[config.mk]
export PLATFORM = sky130hd
export DESIGN_NAME = mem_port_arbiter
export DESIGN_NICKNAME = d
export VERILOG_FILES = /design/src/rtl/mem_port_arbiter.sv
export SDC_FILE = /design/constraint.sdc
export NUM_CORES = 1
export LEC_CHECK = 0
export CORE_MARGIN = 2
export CORE_UTILIZATION = 24
export DETAILED_ROUTE_END_ITERATION = 10
export SLEW_MARGIN = 20
export SYNTH_ARGS = -nofsm -noshare
export SYNTH_HDL_FRONTEND = slang
export SYNTH_SLANG_ARGS = --single-unit
[constraint.sdc]
create_clock -name Clk_i -period 2 [get_ports Clk_i]
set_input_delay 0.5 -clock Clk_i [delete_from_list [all_inputs] [get_ports Clk_i]]
set_output_delay 0.5 -clock Clk_i [all_outputs]
set_load 0.03 [all_outputs]
[src/rtl/mem_port_arbiter.sv]
`default_nettype none
// ============================================================================
// Module   : mem_port_arbiter
// Purpose  : Shares one single-ported memory between fetch and data ports;
//            data wins contention, a starvation counter forces fetch progress.
// Revision : 1.0  initial release
// ============================================================================
module mem_port_arbiter #(
  parameter int ADDR_W     = 32,
  parameter int DATA_W     = 32,
  parameter int MEM_LAT    = 2,
  parameter int STARVE_MAX = 3
) (
  input  logic              Clk_i,
  input  logic              Reset_i,
  input  logic              IF_Req_i,
  input  logic [ADDR_W-1:0] IF_Addr_i,
  output logic              IF_Ack_o,
  output logic [DATA_W-1:0] IF_RData_o,
  output logic              IF_Stall_o,
  input  logic              MEM_Req_i,
  input  logic              MEM_Write_i,
  input  logic [ADDR_W-1:0] MEM_Addr_i,
  input  logic [DATA_W-1:0] MEM_WData_i,
  output logic              MEM_Ack_o,
  output logic [DATA_W-1:0] MEM_RData_o,
  output logic              MEM_Stall_o,
  output logic              Mem_Re_o,
  output logic              Mem_We_o,
  output logic [ADDR_W-1:0] Mem_Addr_o,
  output logic [DATA_W-1:0] Mem_WData_o,
  input  logic [DATA_W-1:0] Mem_RData_i
);

  localparam int LAT_W = (MEM_LAT > 1) ? $clog2(MEM_LAT) : 1;
  localparam int STV_W = $clog2(STARVE_MAX + 1);

  localparam logic [1:0] S_IDLE  = 2'd0;
  localparam logic [1:0] S_ISSUE = 2'd1;
  localparam logic [1:0] S_WAIT  = 2'd2;
  localparam logic [1:0] S_ACK   = 2'd3;

  logic [1:0]        state_q,     state_d;
  logic              own_data_q,  own_data_d;
  logic              write_q,     write_d;
  logic [LAT_W-1:0]  lat_cnt_q,   lat_cnt_d;
  logic [STV_W-1:0]  starve_q,    starve_d;
  logic [ADDR_W-1:0] addr_q,      addr_d;
  logic [DATA_W-1:0] wdata_q,     wdata_d;
  logic [DATA_W-1:0] if_rdata_q,  if_rdata_d;
  logic [DATA_W-1:0] mem_rdata_q, mem_rdata_d;

  always_ff @(posedge Clk_i) begin
    if (!Reset_i) begin
      state_q     <= S_IDLE;
      own_data_q  <= 1'b0;
      write_q     <= 1'b0;
      lat_cnt_q   <= '0;
      starve_q    <= '0;
      addr_q      <= '0;
      wdata_q     <= '0;
      if_rdata_q  <= '0;
      mem_rdata_q <= '0;
    end else begin
      state_q     <= state_d;
      own_data_q  <= own_data_d;
      write_q     <= write_d;
      lat_cnt_q   <= lat_cnt_d;
      starve_q    <= starve_d;
      addr_q      <= addr_d;
      wdata_q     <= wdata_d;
      if_rdata_q  <= if_rdata_d;
      mem_rdata_q <= mem_rdata_d;
    end
  end

  always_comb begin
    state_d     = state_q;
    own_data_d  = own_data_q;
    write_d     = write_q;
    lat_cnt_d   = lat_cnt_q;
    starve_d    = starve_q;
    addr_d      = addr_q;
    wdata_d     = wdata_q;
    if_rdata_d  = if_rdata_q;
    mem_rdata_d = mem_rdata_q;
    case (state_q)
      S_IDLE: begin
        if (!IF_Req_i) starve_d = '0;
        // Data wins unless fetch has already lost STARVE_MAX grants in a row.
        if (MEM_Req_i && (!IF_Req_i || starve_q != STV_W'(STARVE_MAX))) begin
          own_data_d = 1'b1;
          write_d    = MEM_Write_i;
          addr_d     = MEM_Addr_i;
          wdata_d    = MEM_WData_i;
          state_d    = S_ISSUE;
          if (IF_Req_i && starve_q != STV_W'(STARVE_MAX))
            starve_d = starve_q + STV_W'(1);
        end else if (IF_Req_i) begin
          own_data_d = 1'b0;
          write_d    = 1'b0;
          addr_d     = IF_Addr_i;
          state_d    = S_ISSUE;
          starve_d   = '0;
        end
      end
      S_ISSUE: begin
        if (write_q) begin
          state_d = S_ACK;
        end else begin
          lat_cnt_d = LAT_W'(MEM_LAT - 1);
          state_d   = S_WAIT;
        end
      end
      S_WAIT: begin
        if (lat_cnt_q == '0) begin
          if (own_data_q) mem_rdata_d = Mem_RData_i;
          else            if_rdata_d  = Mem_RData_i;
          state_d = S_ACK;
        end else begin
          lat_cnt_d = lat_cnt_q - LAT_W'(1);
        end
      end
      S_ACK:   state_d = S_IDLE;
      default: state_d = S_IDLE;
    endcase
  end

  always_comb begin
    Mem_Re_o    = (state_q == S_ISSUE) && !write_q;
    Mem_We_o    = (state_q == S_ISSUE) &&  write_q;
    IF_Ack_o    = (state_q == S_ACK)   && !own_data_q;
    MEM_Ack_o   = (state_q == S_ACK)   &&  own_data_q;
    IF_Stall_o  = IF_Req_i  && !IF_Ack_o;
    MEM_Stall_o = MEM_Req_i && !MEM_Ack_o;
    Mem_Addr_o  = addr_q;
    Mem_WData_o = wdata_q;
    IF_RData_o  = if_rdata_q;
    MEM_RData_o = mem_rdata_q;
  end

endmodule
`default_nettype wire

After elaboration in Yosys (flattened, before gate mapping):

Index checks and enable logic that the tools add are counted.
W data, S select, Z words.

* eq/ne operators: 7
* muxes and demuxes: 17
* add/subtract/negate cells: 2
* reductions and logical operators: 23
* bitwise operators: 2

Operators with widths (count)
* $mux W32: 2
* $mux W2: 7
* $logic_and A1 B1 Y1: 8
* $pmux W2 S4: 1
* $reduce_and A2 Y1: 4
* $mux W1: 6
* $ne A2 B2 Y1 const B: 3
* $reduce_and A3 Y1: 2
* $logic_not A1 Y1: 5
* $eq A2 B2 Y1 const B: 2
* $reduce_bool A2 Y1: 2
* $ne A3 B3 Y1 const B: 1
* $add A2 B1 Y2 const B: 1
* $eq A2 B1 Y1 const B: 1
* $logic_not A2 Y1: 1
* $not A1 Y1: 2
* $pmux W1 S2: 1
* $logic_or A1 B1 Y1: 1
* $sub A1 B1 Y1 const B: 1

* logic and storage cells: 60
* flip-flop bits (word level): 135
* output and inout bits: 134
* input port bits: 133

Logic depth before layout (Yosys ltp):

* word-level depth: 5
* depth in mapped cells: 8

Worst setup path after synthesis:

Ideal clock, no wire load.

* kind: reg-to-output
* start point: reg state_q[0]
* end point: out IF_Stall_o
* required time: 1500 ps
* stages on the path, launching flop included: 4
* path slack: 188 ps
* data arrival time: 1312 ps
* path through: dfxtp_1 > ha_1 > nor2b_1 > nor2b_1

* word-level cells in the longest chain between the ends: 4

Ends and longest elaborated chain
* start: declaration: line 43 `logic [1:0] state_q, state_d;`
* start signal: assignment: line 65 `state_q <= state_d;`
* $eq A2 B2 Y1: line 132 `IF_Ack_o = (state_q == S_ACK) && !own_data_q;`
* $logic_and A1 B1 Y1: line 132
* net IF_Ack_o: line 18 `output logic IF_Ack_o,`
* $logic_not A1 Y1: line 134 `IF_Stall_o = IF_Req_i && !IF_Ack_o;`
* $logic_and A1 B1 Y1: line 134
* end: declaration: line 20 `output logic IF_Stall_o,`

The timed path passes the listed nets, and every way through them passes these cells.

Worst setup path in the final report:

* start point: reg addr_q[23] (netlist: Mem_Addr_o[23])
* end point: out Mem_Addr_o[23]

RTL lines
* start: declaration: line 48 `logic [ADDR_W-1:0] addr_q, addr_d;`
* start signal: assignment: line 70 `addr_q <= addr_d;`
* end: declaration: line 30 `output logic [ADDR_W-1:0] Mem_Addr_o,`

No word-level cell between the ends.

==> impl_metrics.env <==
export IMPL_ctsHtreeMaxLevel=4
export IMPL_synth_area_per_cell_sq_um=8.42
export IMPL_final_area_sq_um=9040
export IMPL_cp_data_required_time_ps=1500
export IMPL_syn_inst=647
export IMPL_area_growth_pct=66.0
export IMPL_path_buf_inv=1
export IMPL_die_h_microns=155
export IMPL_outcome="completed"
export IMPL_antenna_left=0
export IMPL_core_area_sq_um=22400
export IMPL_grt_usage_pct=14.0
export IMPL_remaining_drc_errors=0
export IMPL_cts_tree="done"
export IMPL_wl_microns=17000
export IMPL_cp_cell_sequence="clkdlybuf4s50_1"
export IMPL_final_common_cell="nand2_1"
export IMPL_via_per_inst=4.32
export IMPL_ctsResizeCount=7
export IMPL_synth_seq_cells=135
export IMPL_whs_endpoint="IF_RData_o[27]"
export IMPL_r2r_end="IF_RData_o[24]"
export IMPL_cts_sinks=135
export IMPL_worstSetupPathType="flip-flop to output port"
export IMPL_drive_above_1_share_pct=7.34
export IMPL_worstHoldStart="IF_RData_o[27]"
export IMPL_nFillCells=2253
export IMPL_io_pins=267
export IMPL_vdd_drop_max_v=0.000549
export IMPL_dr_pass1_iters=4
export IMPL_rows=55
export IMPL_r2r_slack_ps=270
export IMPL_leakagePower_nw=3.51
export IMPL_slowest_stage="clkdlybuf4s50_1"
export IMPL_crit_family="buffers and inverters"
export IMPL_worst_pin_slew_ps=446
export IMPL_netlist_area_sq_um=5450
export IMPL_clk_path_buf_depth=2
export IMPL_post_cts_setup_buffers=0
export IMPL_drt_initial_drc_count=190
export IMPL_drv_cap=0
export IMPL_placed_area_sq_um=8430
export IMPL_final_cell_mix="261 x nand2_1, 255 x clkdlybuf4s50_1, 133 x dfxtp_1"
export IMPL_synthDistinctLibCells=30
export IMPL_cts_root_buffer="clkbuf_16"
export IMPL_power_mw=10.5
export IMPL_port_buffers=266
export IMPL_yosysWarnings=0
export IMPL_utilization_pct=40.3
export IMPL_min_path_cells=2
export IMPL_final_setup_skew_ps=8.53
export IMPL_gp_congestion=0.736
export IMPL_hold_class="flip-flop to flip-flop"
export IMPL_hold_violations=0
export IMPL_avgRoutedWirePerCell_microns=14.2
export IMPL_grt_remaining_overflow=0
export IMPL_ctsHoldBuffers=0
export IMPL_cp_slowest_stage_delay_ps=690
export IMPL_grt_pass1_vias=5115
export IMPL_slew_headroom_pct=70.3
export IMPL_dr_total_vias=5176
export IMPL_slew_viol_final=0
export IMPL_start_util_pct=24.3
export IMPL_setup_worst_path_start_class="flip-flop"
export IMPL_cts_buffers=17
export IMPL_ff2ff_path_depth=6
export IMPL_fp_dieArea_sq_um=23900
export IMPL_dp_hpwl_microns=11600
export IMPL_grt_max_degree=49
export IMPL_clock_fmax_ghz=0.509
export IMPL_antenna_found_initial=0
export IMPL_syn_num_nets=786
export IMPL_die_w_microns=155
export IMPL_grt_first_pass_wirelength_microns=26600
export IMPL_crit_path_start="Mem_Addr_o[23]"
export IMPL_r2r_start="state_q[0]"
export IMPL_worst_endpoint_arrival_ps=1460
export IMPL_grt_setup_unrepaired="no"
export IMPL_seq_area_frac_synth_pct=49.6
export IMPL_clk_latency_ps=410
export IMPL_worstPathMaxFanout=2
export IMPL_min_period_ps=1960
export IMPL_clk_pin_slew_ps=60
export IMPL_antenna_cells=0
export IMPL_finalCritPeriodShare_pct=98.1
export IMPL_crit_path_end_kind="output port"
export IMPL_pwr_density_cell_nw_per_um2=1160
export IMPL_setup_viol=0
export IMPL_final_nets=1039
export IMPL_tns_ps=0
==> layer usage <==
| metal | track usage, % | part of all wire, % |
|---|---|---|
| met2 | 22.9 | 45 |
| met3 | 5.04 | 7.8 |
| met4 | 4.85 | 1.8 |
| met1 | 17.1 | 46 |
| met5 | 0 | 0 |
==> cells by family (layout without fill, tap and decap cells) <==
group	count (synthesis)	in the layout	share of synthesized area (%)
adders and majority gates	6	6	1.38
muxes	33	33	6.06
DFF	135	135	49.6
AOI/OAI and AO/OA	140	140	17.4
and+or+nand+nor	281	281	20.6
buffers and inverters	52	318	4.94
==> state kept, by name, indices dropped and copies added, names as in the netlist <==
signal,count
lat_cnt_q,1
Mem_WData_o,32
MEM_RData_o,32
Mem_Addr_o,32
starve_q,2
write_q,1
state_q,2
IF_RData_o,32
own_data_q,1
==> through the flow <==
stage	hold WS, ps	worst slack [ps]	instances
floorplan	458	188	647
global placement	441	14.7	1166
detailed placement	445	17.8	1166
CTS	453	1.12	1198
global route	476	0.0463	1198
finish	450	37.1	1198
==> layout make-up <==
type	instances	area, sq um	share of cell area, %
clock buffers	18	429	4.75
clock inverters	14	140	1.55
inverters	3	11.3	0.125
multi-input cells	460	2510	27.7
flip-flops and latches	135	2710	29.9
well taps	285	357	3.94
repair buffers	283	2890	32.0
==> worst max path at each step <==
stage | end | slack [ps] | depth (start not counted)
global route | MEM_RData_o[12] | 0.05 | 1
global placement | MEM_Stall_o | 10 | 3
CTS | IF_Stall_o | 1 | 4
detailed placement | MEM_Stall_o | 20 | 3
finish | Mem_Addr_o[23] | 40 | 1
floorplan | IF_Stall_o | 190 | 3
==> power by group <==
group,total (mW),internal (mW),switching (mW)
clock,3.06,1.74,1.31
combinational,3.89,1.69,2.20
sequential,3.55,3.24,0.309
total,10.5,6.67,3.83
==> cells in the mapped netlist <==
| cell | number | share of area (%) |
|---|---|---|
| and2_1 | 1 | 0.11 |
| a21bo_2 | 1 | 0.18 |
| a22o_1 | 1 | 0.16 |
| a21boi_1 | 36 | 5.0 |
| a21boi_0 | 32 | 4.4 |
| nor3b_2 | 1 | 0.23 |
| a221oi_1 | 1 | 0.16 |
| o22ai_1 | 1 | 0.11 |
| o21a_1 | 2 | 0.28 |
| a21boi_4 | 1 | 0.34 |
| nand2_1 | 261 | 18 |
| nor2b_1 | 5 | 0.57 |
| nand2_4 | 1 | 0.21 |
| or3b_1 | 1 | 0.16 |
| clkbuf_1 | 15 | 1.0 |
| buf_4 | 5 | 0.69 |
| ha_1 | 6 | 1.4 |
| and3b_1 | 2 | 0.32 |
| a31oi_1 | 32 | 3.7 |
| buf_6 | 3 | 0.62 |
| mux2i_1 | 33 | 6.1 |
| nand3b_1 | 3 | 0.41 |
| buf_2 | 26 | 2.4 |
| nand2b_1 | 3 | 0.34 |
| inv_1 | 3 | 0.21 |
| nand3_1 | 1 | 0.092 |
| o221a_2 | 1 | 0.21 |
| o21ai_0 | 32 | 2.9 |
| dfxtp_1 | 135 | 50 |
| nor2_1 | 2 | 0.14 |
(Power assumes the default switching activity.)
==> edit: new RTL, same settings <==
`addr_q` no longer has a reset.
--- a/src/rtl/mem_port_arbiter.sv
+++ b/src/rtl/mem_port_arbiter.sv
@@ -57,7 +57,6 @@
       write_q     <= 1'b0;
       lat_cnt_q   <= '0;
       starve_q    <= '0;
-      addr_q      <= '0;
       wdata_q     <= '0;
       if_rdata_q  <= '0;
       mem_rdata_q <= '0;
@@ -67,11 +66,14 @@
       write_q     <= write_d;
       lat_cnt_q   <= lat_cnt_d;
       starve_q    <= starve_d;
-      addr_q      <= addr_d;
       wdata_q     <= wdata_d;
       if_rdata_q  <= if_rdata_d;
       mem_rdata_q <= mem_rdata_d;
     end
+  end
+
+  always_ff @(posedge Clk_i) begin
+    addr_q <= addr_d;
   end
 
   always_comb begin
Check against the original RTL: not equivalent (a bounded check fails within 4 cycles, from zero or initial values and one cycle with Reset_i low).
==> edit against the original RTL <==
  * Count of clock-buffer cells in the layout is 6 higher
  * Combinational power is 5% lower
  * Synthesized area is 0.62% higher
  * Worst hold slack worse by 2.5 ps
  * Sequential power is 2% higher
  * Final area is 1.8% higher
  * Sequential cell count stayed put
  * Synthesized cell count is 17% lower
  * Via count is 10% lower
  * Worst setup slack better by 23 ps
  * Wire length is 3.8% lower
  * Total power is 1.3% lower
  * Non-clock buffer count is 2 higher
  * Critical path type unchanged
  * Critical endpoint is now IF_RData_o[18]
  * Highest routed layer is now met5
==> edit: results (changes against the original RTL) <==
TritonRoute pass-1 iters -> 4 (unchanged)
Leakage -> 3.59 nW (+2.4%)
Syn. warnings -> 0 (unchanged)
initial antenna violation count -> 1 (+1)
hold depth -> 2 (unchanged)
CTS root buf -> clkbuf_16
EDFF count, synth -> 32 (+32)
Seq/Total Area, Yosys -> 55.1% (+5.5 points)
synthesized instance count -> 538 (-17%)
Slew HR -> 73.1% (+2.8 points)
clock slew at reported path FFs -> 60 ps (about the same)
fin cells -> 1104 (-7.8%)
status -> finished clean
worst-path fanout max -> 2 (unchanged)
worst clock skew -> 11.7 ps (+3.17 ps)
number of fill cells in the layout -> 2177 (-3.4%)
Max VDD drop -> 0.459 mV (-16%)
ant diodes -> 0 (unchanged)
post-detail-place hpwl -> 11500 um (-0.83%)
largest net degree at the start of global routing -> 52 (+6.1%)
kind of cell adding the most delay to the critical path -> buffers and inverters
vias in the first global route -> 4659 (-8.9%)
Placed Area -> 8590 um^2 (+1.9%)
GRT Util Overall -> 13.5% (-0.50 points)
Nets -> 945 (-9.0%)
first-pass GRT wire length -> 25500 um (-4.3%)
Psw -> 3.48 mW (-9.2%)
drt via density -> 4.22 (-2.4%)
share of layout cells above drive strength 1 -> 12.0% (+4.6 points)
synth cell count leaders -> nand2_1, dfxtp_1, a21boi_1
crit path max-delay cell type -> clkdlybuf4s50_1
area of the multi-input gates -> 2230 um^2 (-11%)
Worst Hold Class -> reg2reg
top post-synthesis cells by area -> dfxtp_1, edfxtp_1, nand2_1
DR iter-0 viols -> 209 (+10%)
Worst path max stage delay -> 710 ps (+20 ps)
pre-CTS worst setup slack -> -136 ps (-153 ps)
Worst-Skew Late Latency -> 410 ps (about the same)
Async SR Flop Fraction -> 0% (unchanged)
count of cell types in the netlist -> 31 (+3.3%)
IO buf count -> 266 (unchanged)
post-CTS setup buffer count -> 0 (unchanged)
H-tree Lvls -> 4 (unchanged)
CTS buffer count -> 17 (unchanged)
FF-to-FF path depth -> 7 (+1)
Clock Path Buffers -> 2 (unchanged)
Net Count, Synth -> 677 (-14%)
WP data arrival -> 1440 ps (-20 ps)
DR WL/cell -> 14.8 um (+4.4%)
gp weighted congestion -> 0.690 (-6.3%)
==> edit: power groups by stage <==
stage                     Clock [mW]  Combinational [mW]  Sequential (mW)
after global placement             0                3.73             3.67
after floorplan                    0                1.02             4.65
after detailed placement           0                3.74             3.68
after global routing            3.28                3.93             3.68
after CTS                       3.15                3.75             3.63
final                           3.04                3.70             3.62
==> edit: area by class of cell <==
cell class              instances  share of cell area [%]
clock buffers                  24                    5.68
clock inverters                 8                   0.652
inverters                       4                   0.204
multi-input cells             363                    24.3
flip-flops and latches        135                    32.9
well taps                     285                    3.87
repair buffers                285                    32.5
==> edit: routing by layer <==
layer | up-vias | part of all wire [%] | GRT usage, %
met3 | 25 | 7.5 | 4.76
met2 | 167 | 45 | 21.7
met1 | 2145 | 45 | 16.8
met4 | 2 | 2.0 | 4.81
li1 | 2318 | - | -
met5 | - | 0.073 | 0
==> edit: cells by family (layout without fill, tap and decap cells) <==
kind of cell	count (synthesis)	count (layout)	synth area share, %
and+or+nand+nor	217	217	16.0
buffers and inverters	40	321	4.34
DFF	135	135	55.1
muxes	65	65	12.6
adders and majority gates	6	6	1.37
AOI/OAI and AO/OA	75	75	10.5
==> edit: path summary, 6_finish.rpt <==
kind | end | startpoint | slack (ps)
min reg2reg | IF_RData_o[2] | IF_RData_o[2] | 450
max | IF_RData_o[18] | IF_RData_o[18] | 60
max reg2reg | IF_RData_o[8] | state_q[0] | 190
min | IF_RData_o[2] | IF_RData_o[2] | 450
==> edit: timing repair <==
item / 4_1_cts / 5_1_grt
setup endpoints to repair: 4 / 15
gates resized for setup: 6 / 11
pin swaps: 0 / 0
